<file path="src/rtl/axi_lite_slave_regs.sv">
// axi_lite_slave_regs
// AXI4-Lite responder exposing a four-word 32-bit register file.
// Registers 0-2 are read/write and drive fabric logic; register 3 returns the
// live status input. Write and read paths are independent and run concurrently.
//
// Optional feature macro: AXIL_SLV_WSTRB_EN adds a WSTRB[3:0] byte-enable input.
//
// Ports:
//   ACLK, ARESETn             clock, synchronous active-low reset
//   AWADDR/AWVALID/AWREADY    write address channel ([3:2] selects register)
//   WDATA/WVALID/WREADY       write data channel (+ WSTRB when enabled)
//   BRESP/BVALID/BREADY       write response channel (SLVERR for register 3)
//   ARADDR/ARVALID/ARREADY    read address channel ([3:2] selects register)
//   RDATA/RRESP/RVALID/RREADY read data channel (RRESP always OKAY)
//   status                    value returned on reads of register 3
//   reg0, reg1, reg2          current register contents
module axi_lite_slave_regs #(
    parameter logic [31:0] RESET_VAL = 32'h0000_0000
) (
    input  logic        ACLK,
    input  logic        ARESETn,
    input  logic [3:0]  AWADDR,
    input  logic        AWVALID,
    output logic        AWREADY,
    input  logic [31:0] WDATA,
`ifdef AXIL_SLV_WSTRB_EN
    input  logic [3:0]  WSTRB,
`endif
    input  logic        WVALID,
    output logic        WREADY,
    output logic [1:0]  BRESP,
    output logic        BVALID,
    input  logic        BREADY,
    input  logic [3:0]  ARADDR,
    input  logic        ARVALID,
    output logic        ARREADY,
    output logic [31:0] RDATA,
    output logic [1:0]  RRESP,
    output logic        RVALID,
    input  logic        RREADY,
    input  logic [31:0] status,
    output logic [31:0] reg0,
    output logic [31:0] reg1,
    output logic [31:0] reg2
);

    localparam int unsigned DATA_W = 32;
    localparam int unsigned SEL_W  = 2;
    localparam int unsigned STRB_W = DATA_W / 8;

    localparam logic [1:0]       RESP_OKAY   = 2'b00;
    localparam logic [1:0]       RESP_SLVERR = 2'b10;
    localparam logic [SEL_W-1:0] SEL_STATUS  = SEL_W'(3);

    typedef enum logic { AW_READY, AW_HELD } aw_state_t;
    typedef enum logic { W_READY,  W_HELD  } w_state_t;
    typedef enum logic { B_IDLE,   B_VALID } b_state_t;
    typedef enum logic { AR_READY, R_VALID } ar_state_t;

    aw_state_t aw_state, aw_state_nxt;
    w_state_t  w_state,  w_state_nxt;
    b_state_t  b_state,  b_state_nxt;
    ar_state_t ar_state, ar_state_nxt;

    logic aw_ready_nxt, w_ready_nxt, b_valid_nxt, ar_ready_nxt, r_valid_nxt;
    logic commit;

    logic [SEL_W-1:0]  aw_sel;
    logic [DATA_W-1:0] w_data;
    logic [STRB_W-1:0] w_strb;
    logic [DATA_W-1:0] wr_old, wr_merged, rd_mux;

    logic aw_hs, w_hs, b_hs, ar_hs, r_hs;

    // Address low bits are byte offsets within a word and carry no meaning here.
    logic unused_addr_bits;
    assign unused_addr_bits = ^{AWADDR[1:0], ARADDR[1:0]};

    assign aw_hs = AWVALID & AWREADY;
    assign w_hs  = WVALID  & WREADY;
    assign b_hs  = BVALID  & BREADY;
    assign ar_hs = ARVALID & ARREADY;
    assign r_hs  = RVALID  & RREADY;

    assign RRESP = RESP_OKAY;

    // State register; handshake outputs are flopped alongside the state.
    always_ff @(posedge ACLK) begin
        if (!ARESETn) begin
            aw_state <= AW_READY;
            w_state  <= W_READY;
            b_state  <= B_IDLE;
            ar_state <= AR_READY;
            AWREADY  <= 1'b0;
            WREADY   <= 1'b0;
            BVALID   <= 1'b0;
            ARREADY  <= 1'b0;
            RVALID   <= 1'b0;
        end else begin
            aw_state <= aw_state_nxt;
            w_state  <= w_state_nxt;
            b_state  <= b_state_nxt;
            ar_state <= ar_state_nxt;
            AWREADY  <= aw_ready_nxt;
            WREADY   <= w_ready_nxt;
            BVALID   <= b_valid_nxt;
            ARREADY  <= ar_ready_nxt;
            RVALID   <= r_valid_nxt;
        end
    end

    // Next-state logic; AW and W are released together by the B handshake.
    always_comb begin
        aw_state_nxt = aw_state;
        w_state_nxt  = w_state;
        b_state_nxt  = b_state;
        ar_state_nxt = ar_state;
        case (aw_state)
            AW_READY: if (aw_hs) aw_state_nxt = AW_HELD;
            AW_HELD:  if (b_hs)  aw_state_nxt = AW_READY;
            default:  aw_state_nxt = AW_READY;
        endcase
        case (w_state)
            W_READY: if (w_hs) w_state_nxt = W_HELD;
            W_HELD:  if (b_hs) w_state_nxt = W_READY;
            default: w_state_nxt = W_READY;
        endcase
        case (b_state)
            B_IDLE:  if (aw_state == AW_HELD && w_state == W_HELD) b_state_nxt = B_VALID;
            B_VALID: if (b_hs) b_state_nxt = B_IDLE;
            default: b_state_nxt = B_IDLE;
        endcase
        case (ar_state)
            AR_READY: if (ar_hs) ar_state_nxt = R_VALID;
            R_VALID:  if (r_hs)  ar_state_nxt = AR_READY;
            default:  ar_state_nxt = AR_READY;
        endcase
    end

    // Output decode from next state so the flopped outputs track the state.
    always_comb begin
        aw_ready_nxt = 1'b0;
        w_ready_nxt  = 1'b0;
        b_valid_nxt  = 1'b0;
        ar_ready_nxt = 1'b0;
        r_valid_nxt  = 1'b0;
        commit       = 1'b0;
        aw_ready_nxt = (aw_state_nxt == AW_READY);
        w_ready_nxt  = (w_state_nxt  == W_READY);
        b_valid_nxt  = (b_state_nxt  == B_VALID);
        ar_ready_nxt = (ar_state_nxt == AR_READY);
        r_valid_nxt  = (ar_state_nxt == R_VALID);
        commit       = (b_state == B_IDLE) && (b_state_nxt == B_VALID);
    end

    // Byte-merge of latched write data into the currently addressed register.
    always_comb begin
        wr_old = RESET_VAL;
        case (aw_sel)
            SEL_W'(0): wr_old = reg0;
            SEL_W'(1): wr_old = reg1;
            SEL_W'(2): wr_old = reg2;
            default:   wr_old = RESET_VAL;
        endcase
        wr_merged = wr_old;
        for (int k = 0; k < int'(STRB_W); k++) begin
            if (w_strb[k]) wr_merged[k*8 +: 8] = w_data[k*8 +: 8];
        end
    end

    // Read source select; register 3 is the live status input.
    always_comb begin
        rd_mux = status;
        case (ARADDR[3:2])
            SEL_W'(0): rd_mux = reg0;
            SEL_W'(1): rd_mux = reg1;
            SEL_W'(2): rd_mux = reg2;
            default:   rd_mux = status;
        endcase
    end

    // Write address/data capture, commit and response.
    always_ff @(posedge ACLK) begin
        if (!ARESETn) begin
            aw_sel <= '0;
            w_data <= '0;
            w_strb <= '0;
            BRESP  <= RESP_OKAY;
            reg0   <= RESET_VAL;
            reg1   <= RESET_VAL;
            reg2   <= RESET_VAL;
        end else begin
            if (aw_hs) aw_sel <= AWADDR[3:2];
            if (w_hs) begin
                w_data <= WDATA;
`ifdef AXIL_SLV_WSTRB_EN
                w_strb <= WSTRB;
`else
                w_strb <= '1;
`endif
            end
            if (commit) begin
                BRESP <= (aw_sel == SEL_STATUS) ? RESP_SLVERR : RESP_OKAY;
                case (aw_sel)
                    SEL_W'(0): reg0 <= wr_merged;
                    SEL_W'(1): reg1 <= wr_merged;
                    SEL_W'(2): reg2 <= wr_merged;
                    default:   ;
                endcase
            end
        end
    end

    // Read data capture; samples pre-write register values on a shared edge.
    always_ff @(posedge ACLK) begin
        if (!ARESETn) begin
            RDATA <= '0;
        end else if (ar_hs) begin
            RDATA <= rd_mux;
        end
    end

endmodule

</file>
<file path="config.mk">
export PLATFORM = sky130hd
export DESIGN_NAME = axi_lite_slave_regs
export DESIGN_NICKNAME = d
export VERILOG_FILES = /design/src/rtl/axi_lite_slave_regs.sv
export SDC_FILE = /design/constraint.sdc
export NUM_CORES = 1
export LEC_CHECK = 0
export CORE_MARGIN = 3
export CORE_UTILIZATION = 43
export DETAILED_ROUTE_END_ITERATION = 16
export PLACE_DENSITY = 0.82
export SKIP_CTS_REPAIR_TIMING = 1
export SYNTH_ARGS = -nofsm -noshare
export SYNTH_HDL_FRONTEND = slang
export SYNTH_SLANG_ARGS = --single-unit
</file>
<file path="constraint.sdc">
create_clock -name ACLK -period 1.65 [get_ports ACLK]
set_input_delay 0.165 -clock ACLK [delete_from_list [all_inputs] [get_ports ACLK]]
set_output_delay 0.165 -clock ACLK [all_outputs]
set_load 0.05 [all_outputs]
</file>
==> impl_metrics.toml, run 1 <==
[synth]
syn_area_sq_um = 7420
yosys_warnings = 0
syn_inst = 681
async_reset_ff_frac = 0
synth-seq-cells = 171
synth-seq-area-share = 0.462
yosys_most_used_dff = "dfxtp_1"
synth_area_per_cell_sq_um = 10.9
yosysUniqueCellTypes = 36
synth_edf_count = 0

[critical_path]
start_kind = "flip-flop"
r2r_cells = 6
crit_top_cell = "buf_4"
worst-path-buf-inv = 2
reg2reg_slack_ns = 0.05
cpLargestDelayFamily = "compound AO/OA/AOI/OAI gates"
worstSetupEndpointType = "flip-flop"
worst_r2r_endpoint = "reg1[16]$_SDFFE_PN0P_"
critPathSlowestCell = "dfxtp_2"
critPathKind = "flip-flop to flip-flop"
cp_cell_sequence = "buf_4 > ha_2 > buf_4 > a22oi_1 > a211oi_4 > a22o_1"
max_stage_delay_ns = 0.32
r2r_start = "aw_sel[0]$_SDFFE_PN0P_"
cp.required_ns = 1.97
worstPathArrival_ns = 1.92
cp_max_fo = 13

[power_and_ir_drop]
power_uw = 9570
p_leak_uw = 0.00436
worst_ir_drop_vdd_mv = 0.770
power_density_nw_per_um2 = 904

[clock_tree]
clock_path_buffers = 2
numCtsBuffers = 17
cts_tree = "done"
cts_root_buffer = "clkbuf_16"
clk_pin_slew_ns = 0.06
clk_latency_ns = 0.43
cts_sinks = 171
cts_max_level = 4

[final_layout]
fin_cells = 1124
post-route-util = 0.631
syn_to_final_growth_pct = 42.6
diodes = 0
nFillCells = 1327
nNetsFinal = 974
drive_above_1_share = 0.319

[global_routing]
grt_max_degree = 39
antenna_found_initial = 0
grt_pass1_wl_microns = 35900
grt_pass1_vias = 6394
grt_remaining_overflow = 0
grt_usage = 0.247

[sta]
fin_crit_sh = 0.972
final-setup-viol-count = 0
max_slew_margin = 0.643
max_slew.worst_pin.slew_ns = 0.536
skew_ns = 0.00807
drv_slew = 0
fin_tns_setup_ns = 0
hold_viol_final = 0
period_needed_ns = 1.60
max_freq_ghz = 0.624
rsz0062_at_grt = "yes"

[floorplan]
start_util = 0.443
rows = 47
dieArea_sq_um = 18900
die_h_microns = 137
die_width_microns = 137
core_sq_um = 16800
top_level_ports = 216

[routing]
wl_per_cell_microns = 21.6
ant_nets = 0
drt_pass1_iterations = 5
wirelength_microns = 24300
vias = 6620
drt_iter0_markers = 509
drc = 0
viasPerCell = 5.89

[placed_design]
dp_hpwl_microns = 16400
port_buffers = 208
place.gp.congestion = 0.826
placed_cells = 1087

[worst_hold_path]
worst_hold_path.num_cells = 3
worstHoldPathType = "input port to flip-flop"
worstHoldStart = "WDATA[12]"
whs_endpoint = "w_data[12]$_SDFFE_PN0P_"

[outcome]
status = "complete, no violations"

[run]
cap_violations = 0
-- report_power, final --
group	total (uW)	internal, uW	switching [uW]
Clock	3850	2200	1650
Combinational	1450	643	807
Sequential	4270	4200	62.9
Total	9570	7040	2520
-- cells by family after synthesis --
kind of cell,Yosys count,share of synthesized area
mux,33,0.0985
fa+ha+maj,4,0.00675
flops,171,0.462
other cells,1,0.000506
buf+inv,73,0.0575
simple gates,162,0.104
compound gates,237,0.272
-- Yosys cell counts, drive strengths merged (4+ instances only) --
master	count	area (sq um)
a211oi	31	383
a21oi	38	190
a22o	125	1090
a22oi	31	233
a31oi	4	52.6
and2	4	25.0
buf	62	385
clkbuf	8	30.0
dfxtp	171	3420
ha	4	50.1
mux4	32	721
nand2	75	282
nand3	4	20.0
nor2	9	33.8
nor2b	32	203
nor3	31	155
-- cell type report --
class	count	area [sq um]	area share
clock buffers	22	474	0.0448
clock inverters	10	91.3	0.00863
inverters	3	11.3	0.00106
multi-input cells	439	3770	0.356
flip-flops and latches	171	3430	0.324
well taps	220	275	0.0260
repair buffers	259	2530	0.239
-- registers in the layout (all words and copies together) (netlist names), 2 cells and up --
name / flops
aw_sel: 2
reg1: 32
reg0: 32
reg2: 32
RDATA: 32
w_data: 32
-- worst register-to-register path, cell delays in order (launching register included) --
cell and delay [ns]:
dfxtp_2 0.32, buf_4 0.14, ha_2 0.20, buf_4 0.20, a22oi_1 0.30, a211oi_4 0.12, a22o_1 0.22
-- through the flow --
stage / hold WS, ns / setup WS (ns) / area (sq um)
6_report: 0.282 / 0.0462 / 10600
5_1_grt: 0.284 / -0.0587 / 10600
4_1_cts: 0.270 / -0.121 / 10300
3_5_place_dp: 0.447 / -0.0459 / 9780
3_3_place_gp: 0.441 / -0.00864 / 9780
2_1_floorplan: 0.301 / 0.0351 / 7420
-- placed cells by master (no fill, tap or decap), types with 4 or more instances in the layout --
cell / count
mux4_2: 32
nor2b_1: 31
buf_4: 143
buf_12: 25
a21oi_1: 37
clkbuf_16: 18
clkdlybuf4s50_1: 72
dlymetal6s2s_1: 15
dfxtp_1: 168
nand3_1: 4
nor2_1: 5
nor3_1: 31
a211oi_4: 12
a22o_1: 125
clkinv_2: 4
a22oi_1: 30
a211oi_2: 19
nor2_4: 4
nand2_1: 74
-- metal layers --
metal,up-vias,share of wire,GRT usage,wire (microns)
met3,44,0.079,0.0573,1930
met4,0,0.022,0.0826,525
met1,3259,0.41,0.321,9920
met2,321,0.49,0.406,12000
li1,2996,-,-,-
met5,-,0,0,0
-- worst max path at each step --
| stage | cells after the start | slack [ns] | to | startpoint |
|---|---|---|---|---|
| floorplan | 7 | 0.04 | reg0[0]$_SDFFE_PN0P_ | aw_sel[0]$_SDFFE_PN0P_ |
| global placement | 6 | -0.009 | reg0[7]$_SDFFE_PN0P_ | aw_sel[0]$_SDFFE_PN0P_ |
| detailed placement | 6 | -0.05 | reg2[31]$_SDFFE_PN0P_ | aw_sel[1]$_SDFFE_PN0P_ |
| CTS | 1 | -0.12 | RDATA[18] | RDATA[18]$_SDFFE_PN0P_ |
| global route | 6 | -0.06 | reg1[16]$_SDFFE_PN0P_ | aw_sel[0]$_SDFFE_PN0P_ |
| finish | 6 | 0.05 | reg1[16]$_SDFFE_PN0P_ | aw_sel[0]$_SDFFE_PN0P_ |
Power figures use the tool's default switching activity.
==> run 2, diff against run 1 <==
--- a/config.mk
+++ b/config.mk
@@ -6,9 +6,10 @@
 export NUM_CORES = 1
 export LEC_CHECK = 0
 export CORE_MARGIN = 3
-export CORE_UTILIZATION = 43
+export CORE_UTILIZATION = 51
+export CTS_CLUSTER_DIAMETER = 60
 export DETAILED_ROUTE_END_ITERATION = 16
-export PLACE_DENSITY = 0.82
+export PLACE_DENSITY = 0.91
 export SKIP_CTS_REPAIR_TIMING = 1
 export SYNTH_ARGS = -nofsm -noshare
 export SYNTH_HDL_FRONTEND = slang
==> constraint.sdc (replaced) <==
create_clock -name ACLK -period 2 [get_ports ACLK]
set_input_delay 0.2 -clock ACLK [delete_from_list [all_inputs] [get_ports ACLK]]
set_output_delay 0.2 -clock ACLK [all_outputs]
set_load 0.05 [all_outputs]
==> run 2 against run 1 <==
Net effect: clock-buffer cell count is 4 lower; non-clock buffer count is 16 lower; hold slack better by 0.027 ns; largest cell class unchanged; via count is 1.1% higher; flip-flop and latch count stayed put; critical path depth is 5 lower; worst setup slack better by 0.017 ns; routed wire length is 4.4% lower; cell count is 5.0% lower.
==> impl_metrics.toml, run 2 (synthesis gave the netlist of run 1 again) <==
[outcome]
status = "complete, no violations"

[final_layout]
nNetsFinal = 958
syn_to_final_growth_pct = 39.2
nFillCells = 941
multi_input_area_sq_um = 3630
fin_cells = 1068
final_common_cell = "clkdlybuf4s50_1"
seq_area_sq_um = 3420
final_cell_mix = "206 x clkdlybuf4s50_1, 170 x dfxtp_1, 125 x a22o_1"
diodes = 0
drive_above_1_share = 0.163

[floorplan]
die_width_microns = 127
rows = 43
top_level_ports = 216
start_util = 0.528
dieArea_sq_um = 16000
die_h_microns = 127
core_sq_um = 14000

[placed_design]
placed_cells = 1036
dp_hpwl_microns = 15800
port_buffers = 208
place.gp.congestion = 0.837

[routing]
ant_nets = 0
drc = 0
drt_pass1_iterations = 5
wirelength_microns = 23300
vias = 6695
drt_iter0_markers = 691
viasPerCell = 6.27
wl_per_cell_microns = 21.8

[sta]
max_slew_margin = 0.614
fin_tns_setup_ns = 0
rsz0062_at_grt = "no"
fin_crit_sh = 0.968
max_slew.worst_pin.slew_ns = 0.578
period_needed_ns = 1.94
skew_ns = 0.00866
max_freq_ghz = 0.516
hold_viol_final = 0
drv_slew = 0
final-setup-viol-count = 0

[power_and_ir_drop]
comb_power_share = 0.131
pwr-share-clk = 0.431
intPower_uw = 5930
power_density_nw_per_um2 = 777
power.switching_uw = 2090
p_leak_uw = 0.00369
worst_ir_drop_vdd_mv = 0.623
p_seq_frac = 0.439
power_switching_share = 0.261
power_uw = 8020

[critical_path]
start_kind = "flip-flop"
critPathKind = "flip-flop to output port"
worstSetupEndpointType = "output port"
cpLargestDelayFamily = "buffers and inverters"
max_stage_delay_ns = 0.89
worstPathArrival_ns = 1.74
worst-path-buf-inv = 1
cp_max_fo = 4
crit_cells = 1
cp.required_ns = 1.80
critPathSlowestCell = "clkdlybuf4s50_1"
cp_cell_sequence = "clkdlybuf4s50_1"
r2r_cells = 6

[worst_hold_path]
worst_hold_path.num_cells = 3
worstHoldPathType = "input port to flip-flop"

[clock_tree]
cts_root_buffer = "clkbuf_16"
numCtsBuffers = 17
cts_tree = "done"
cts_sinks = 171
clk_latency_ns = 0.43
clk_pin_slew_ns = 0.07
cts_max_level = 4
clock_path_buffers = 2

[global_routing]
grt_usage = 0.288
grt_remaining_overflow = 0
grt_max_degree = 35
grt_pass1_wl_microns = 36500
grt_pass1_vias = 6647
antenna_found_initial = 1

[run]
cap_violations = 0
run 2: layout make-up:
| cell class | instances | area share |
|---|---|---|
| Multi-Input combinational cell | 439 | 0.352 |
| Sequential cell | 171 | 0.332 |
| Timing Repair Buffer | 243 | 0.233 |
| Clock buffer | 18 | 0.0425 |
| Tap cell | 180 | 0.0218 |
| Clock inverter | 14 | 0.0178 |
| Inverter | 3 | 0.00109 |
run 2: worst paths after layout:
check	to	startpoint	slack (ns)
hold / removal	w_data[28]$_SDFFE_PN0P_	WDATA[28]	0.31
setup reg to reg	reg0[15]$_SDFFE_PN0P_	aw_sel[1]$_SDFFE_PN0P_	0.09
hold reg to reg	w_data[28]$_SDFFE_PN0P_	w_data[28]$_SDFFE_PN0P_	0.45
setup / recovery	reg2[20]	reg2[20]$_SDFFE_PN0P_	0.06
run 2: per-stage QoR:
stage	utilization	hold slack (ns)	setup WS, ns	area [sq um]
2_1_floorplan	-	0.336	0.385	7420
3_3_place_gp	0.691	0.440	0.284	9700
3_5_place_dp	0.691	0.445	0.206	9700
4_1_cts	0.735	0.297	0.0634	10300
5_1_grt	0.735	0.312	0.0189	10300
6_report	0.735	0.309	0.0634	10300
run 2: per-layer routing:
| layer | up-vias | global-route usage | wire length (microns) |
|---|---|---|---|
| li1 | 2968 | - | - |
| met1 | 3196 | 0.378 | 9200 |
| met2 | 459 | 0.460 | 11100 |
| met3 | 70 | 0.0669 | 2200 |
| met4 | 2 | 0.117 | 719 |
| met5 | - | 0 | 13 |
run 2: power groups by stage:
stage / clock (uW) / combinational [uW] / sequential (uW)
6_report: 3460 / 1050 / 3520
5_1_grt: 3630 / 1120 / 3530
4_1_cts: 3480 / 1040 / 3520
3_5_place_dp: 0 / 1030 / 3590
3_3_place_gp: 0 / 1000 / 3590
2_1_floorplan: 0 / 587 / 3660
==> run 3, diff against run 2 <==
--- a/config.mk
+++ b/config.mk
@@ -10,6 +10,7 @@
 export CTS_CLUSTER_DIAMETER = 60
 export DETAILED_ROUTE_END_ITERATION = 16
 export PLACE_DENSITY = 0.91
+export SETUP_SLACK_MARGIN = 0.15
 export SKIP_CTS_REPAIR_TIMING = 1
 export SYNTH_ARGS = -nofsm -noshare
 export SYNTH_HDL_FRONTEND = slang
==> run 3 against run 2 <==
Net effect: maximum frequency is 6.2% higher; cell count stayed put; routed wire length is 4.7% higher; via count is 1.7% higher; critical path type unchanged; largest cell class unchanged.
==> impl_metrics.toml, run 3 (synthesis gave the netlist of run 1 again) <==
[outcome]
status = "complete, no violations"

[placed_design]
port_buffers = 208
dp_hpwl_microns = 15800
place.gp.congestion = 0.837
placed_cells = 1036
dp_slack_ns = 0.206

[worst_hold_path]
whs_endpoint = "w_data[28]$_SDFFE_PN0P_"
worst_hold_path.num_cells = 3
worstHoldPathType = "input port to flip-flop"
worstHoldStart = "WDATA[28]"

[floorplan]
rows = 43
die_width_microns = 127
top_level_ports = 216
die_h_microns = 127
dieArea_sq_um = 16000
start_util = 0.528
core_sq_um = 14000

[sta]
fin_crit_sh = 0.912
period_needed_ns = 1.82
fin_tns_setup_ns = 0
max_slew_margin = 0.597
skew_ns = 0.00678
drv_slew = 0
final-setup-viol-count = 0
max_freq_ghz = 0.548
max_slew.worst_pin.slew_ns = 0.604
hold_viol_final = 0
rsz0062_at_grt = "no"
timing.final.ws_setup_ns = 0.176

[routing]
vias = 6807
drc = 0
wl_per_cell_microns = 22.8
dr_wl_met2_microns = 11800
drt_pass1_iterations = 5
ant_nets = 0
wl_met3_microns = 2140
drt_iter0_markers = 829
wirelength_microns = 24400
viasPerCell = 6.37
dr.max_layer_used = "met5"
wl_met1_microns = 9540

[critical_path]
reg2reg_slack_ns = 0.23
worstSetupEndpointType = "output port"
cpLargestDelayFamily = "buffers and inverters"
r2r_cells = 7
worst-path-buf-inv = 1
critPathSlowestCell = "clkdlybuf4s50_1"
r2r_start = "aw_sel[1]$_SDFFE_PN0P_"
critPathKind = "flip-flop to output port"
cp_max_fo = 2
worst_r2r_endpoint = "reg1[27]$_SDFFE_PN0P_"
start_kind = "flip-flop"
worstPathArrival_ns = 1.62
max_stage_delay_ns = 0.85
cp.required_ns = 1.80
cp_cell_sequence = "clkdlybuf4s50_1"

[power_and_ir_drop]
intPower_uw = 5940
power_switching_share = 0.262
power_density_nw_per_um2 = 758
p_seq_frac = 0.438
power.switching_uw = 2100
comb_power_share = 0.132
pwr-share-clk = 0.430
worst_ir_drop_vdd_mv = 0.635
p_leak_uw = 0.00558

[global_routing]
grt_pass1_wl_microns = 36500
grt_usage = 0.288
antenna_found_initial = 1
grt_pass1_vias = 6647
grt_remaining_overflow = 0
grt_max_degree = 35

[final_layout]
syn_to_final_growth_pct = 42.9
nFillCells = 859
fin_cells = 1068
seq_area_sq_um = 3430
multi_input_area_sq_um = 3640
final_cell_mix = "168 x dfxtp_1, 125 x a22o_1, 105 x clkdlybuf4s50_1"
drive_above_1_share = 0.167
nNetsFinal = 958
diodes = 0
final_common_cell = "dfxtp_1"

[clock_tree]
clock_path_buffers = 2
cts_max_level = 4
cts_root_buffer = "clkbuf_16"
clk_latency_ns = 0.43
cts_tree = "done"
cts_sinks = 171
clk_pin_slew_ns = 0.07
numCtsBuffers = 17

[run]
cap_violations = 0
-- run 3: cell count changes in the layout (fill, tap and decap cells not counted), sizes merged --
| cell | change |
|---|---|
| clkdlybuf4s50 | -101 |
| dlymetal6s2s | +101 |
-- run 3: how the worst max path moves through the flow --
stage / cells past startpoint / endpoint / slack (ns) / startpoint
finish: 1 / RDATA[16] / 0.18 / RDATA[16]$_SDFFE_PN0P_
global route: 5 / reg2[28]$_SDFFE_PN0P_ / 0.13 / aw_sel[0]$_SDFFE_PN0P_
CTS: 1 / BVALID / 0.06 / b_state$_SDFF_PN0_
floorplan: 7 / reg0[0]$_SDFFE_PN0P_ / 0.39 / aw_sel[0]$_SDFFE_PN0P_
detailed placement: 6 / reg0[16]$_SDFFE_PN0P_ / 0.21 / aw_sel[0]$_SDFFE_PN0P_
global placement: 6 / reg0[8]$_SDFFE_PN0P_ / 0.28 / aw_sel[0]$_SDFFE_PN0P_
-- run 3: area by class of cell --
class | count | share of cell area
repair buffers | 243 | 0.253
clock buffers | 18 | 0.0414
flip-flops and latches | 171 | 0.323
multi-input cells | 439 | 0.343
clock inverters | 14 | 0.0173
well taps | 180 | 0.0212
inverters | 3 | 0.00106
-- run 3: per-layer routing --
layer  track usage  vias to the layer above
li1              -                     2974
met1         0.378                     3302
met2         0.460                      455
met3        0.0669                       74
met4         0.117                        2
met5             0                        -
-- run 3: power groups by stage --
stage / Sequential [uW] / Clock [uW] / Combinational, uW
2_1_floorplan: 3660 / 0 / 587
3_3_place_gp: 3590 / 0 / 1000
3_5_place_dp: 3590 / 0 / 1030
4_1_cts: 3520 / 3480 / 1040
5_1_grt: 3530 / 3620 / 1130
6_report: 3520 / 3460 / 1060
-- run 3: through the flow --
stage | cell area (sq um) | hold WS, ns | total power [uW] | utilization
after global placement | 9700 | 0.440 | 4590 | 0.691
after global routing | 10600 | 0.312 | 8280 | 0.755
final | 10600 | 0.309 | 8040 | 0.755
after detailed placement | 9700 | 0.445 | 4620 | 0.691
after floorplan | 7420 | 0.336 | 4250 | -
after CTS | 10300 | 0.297 | 8040 | 0.735
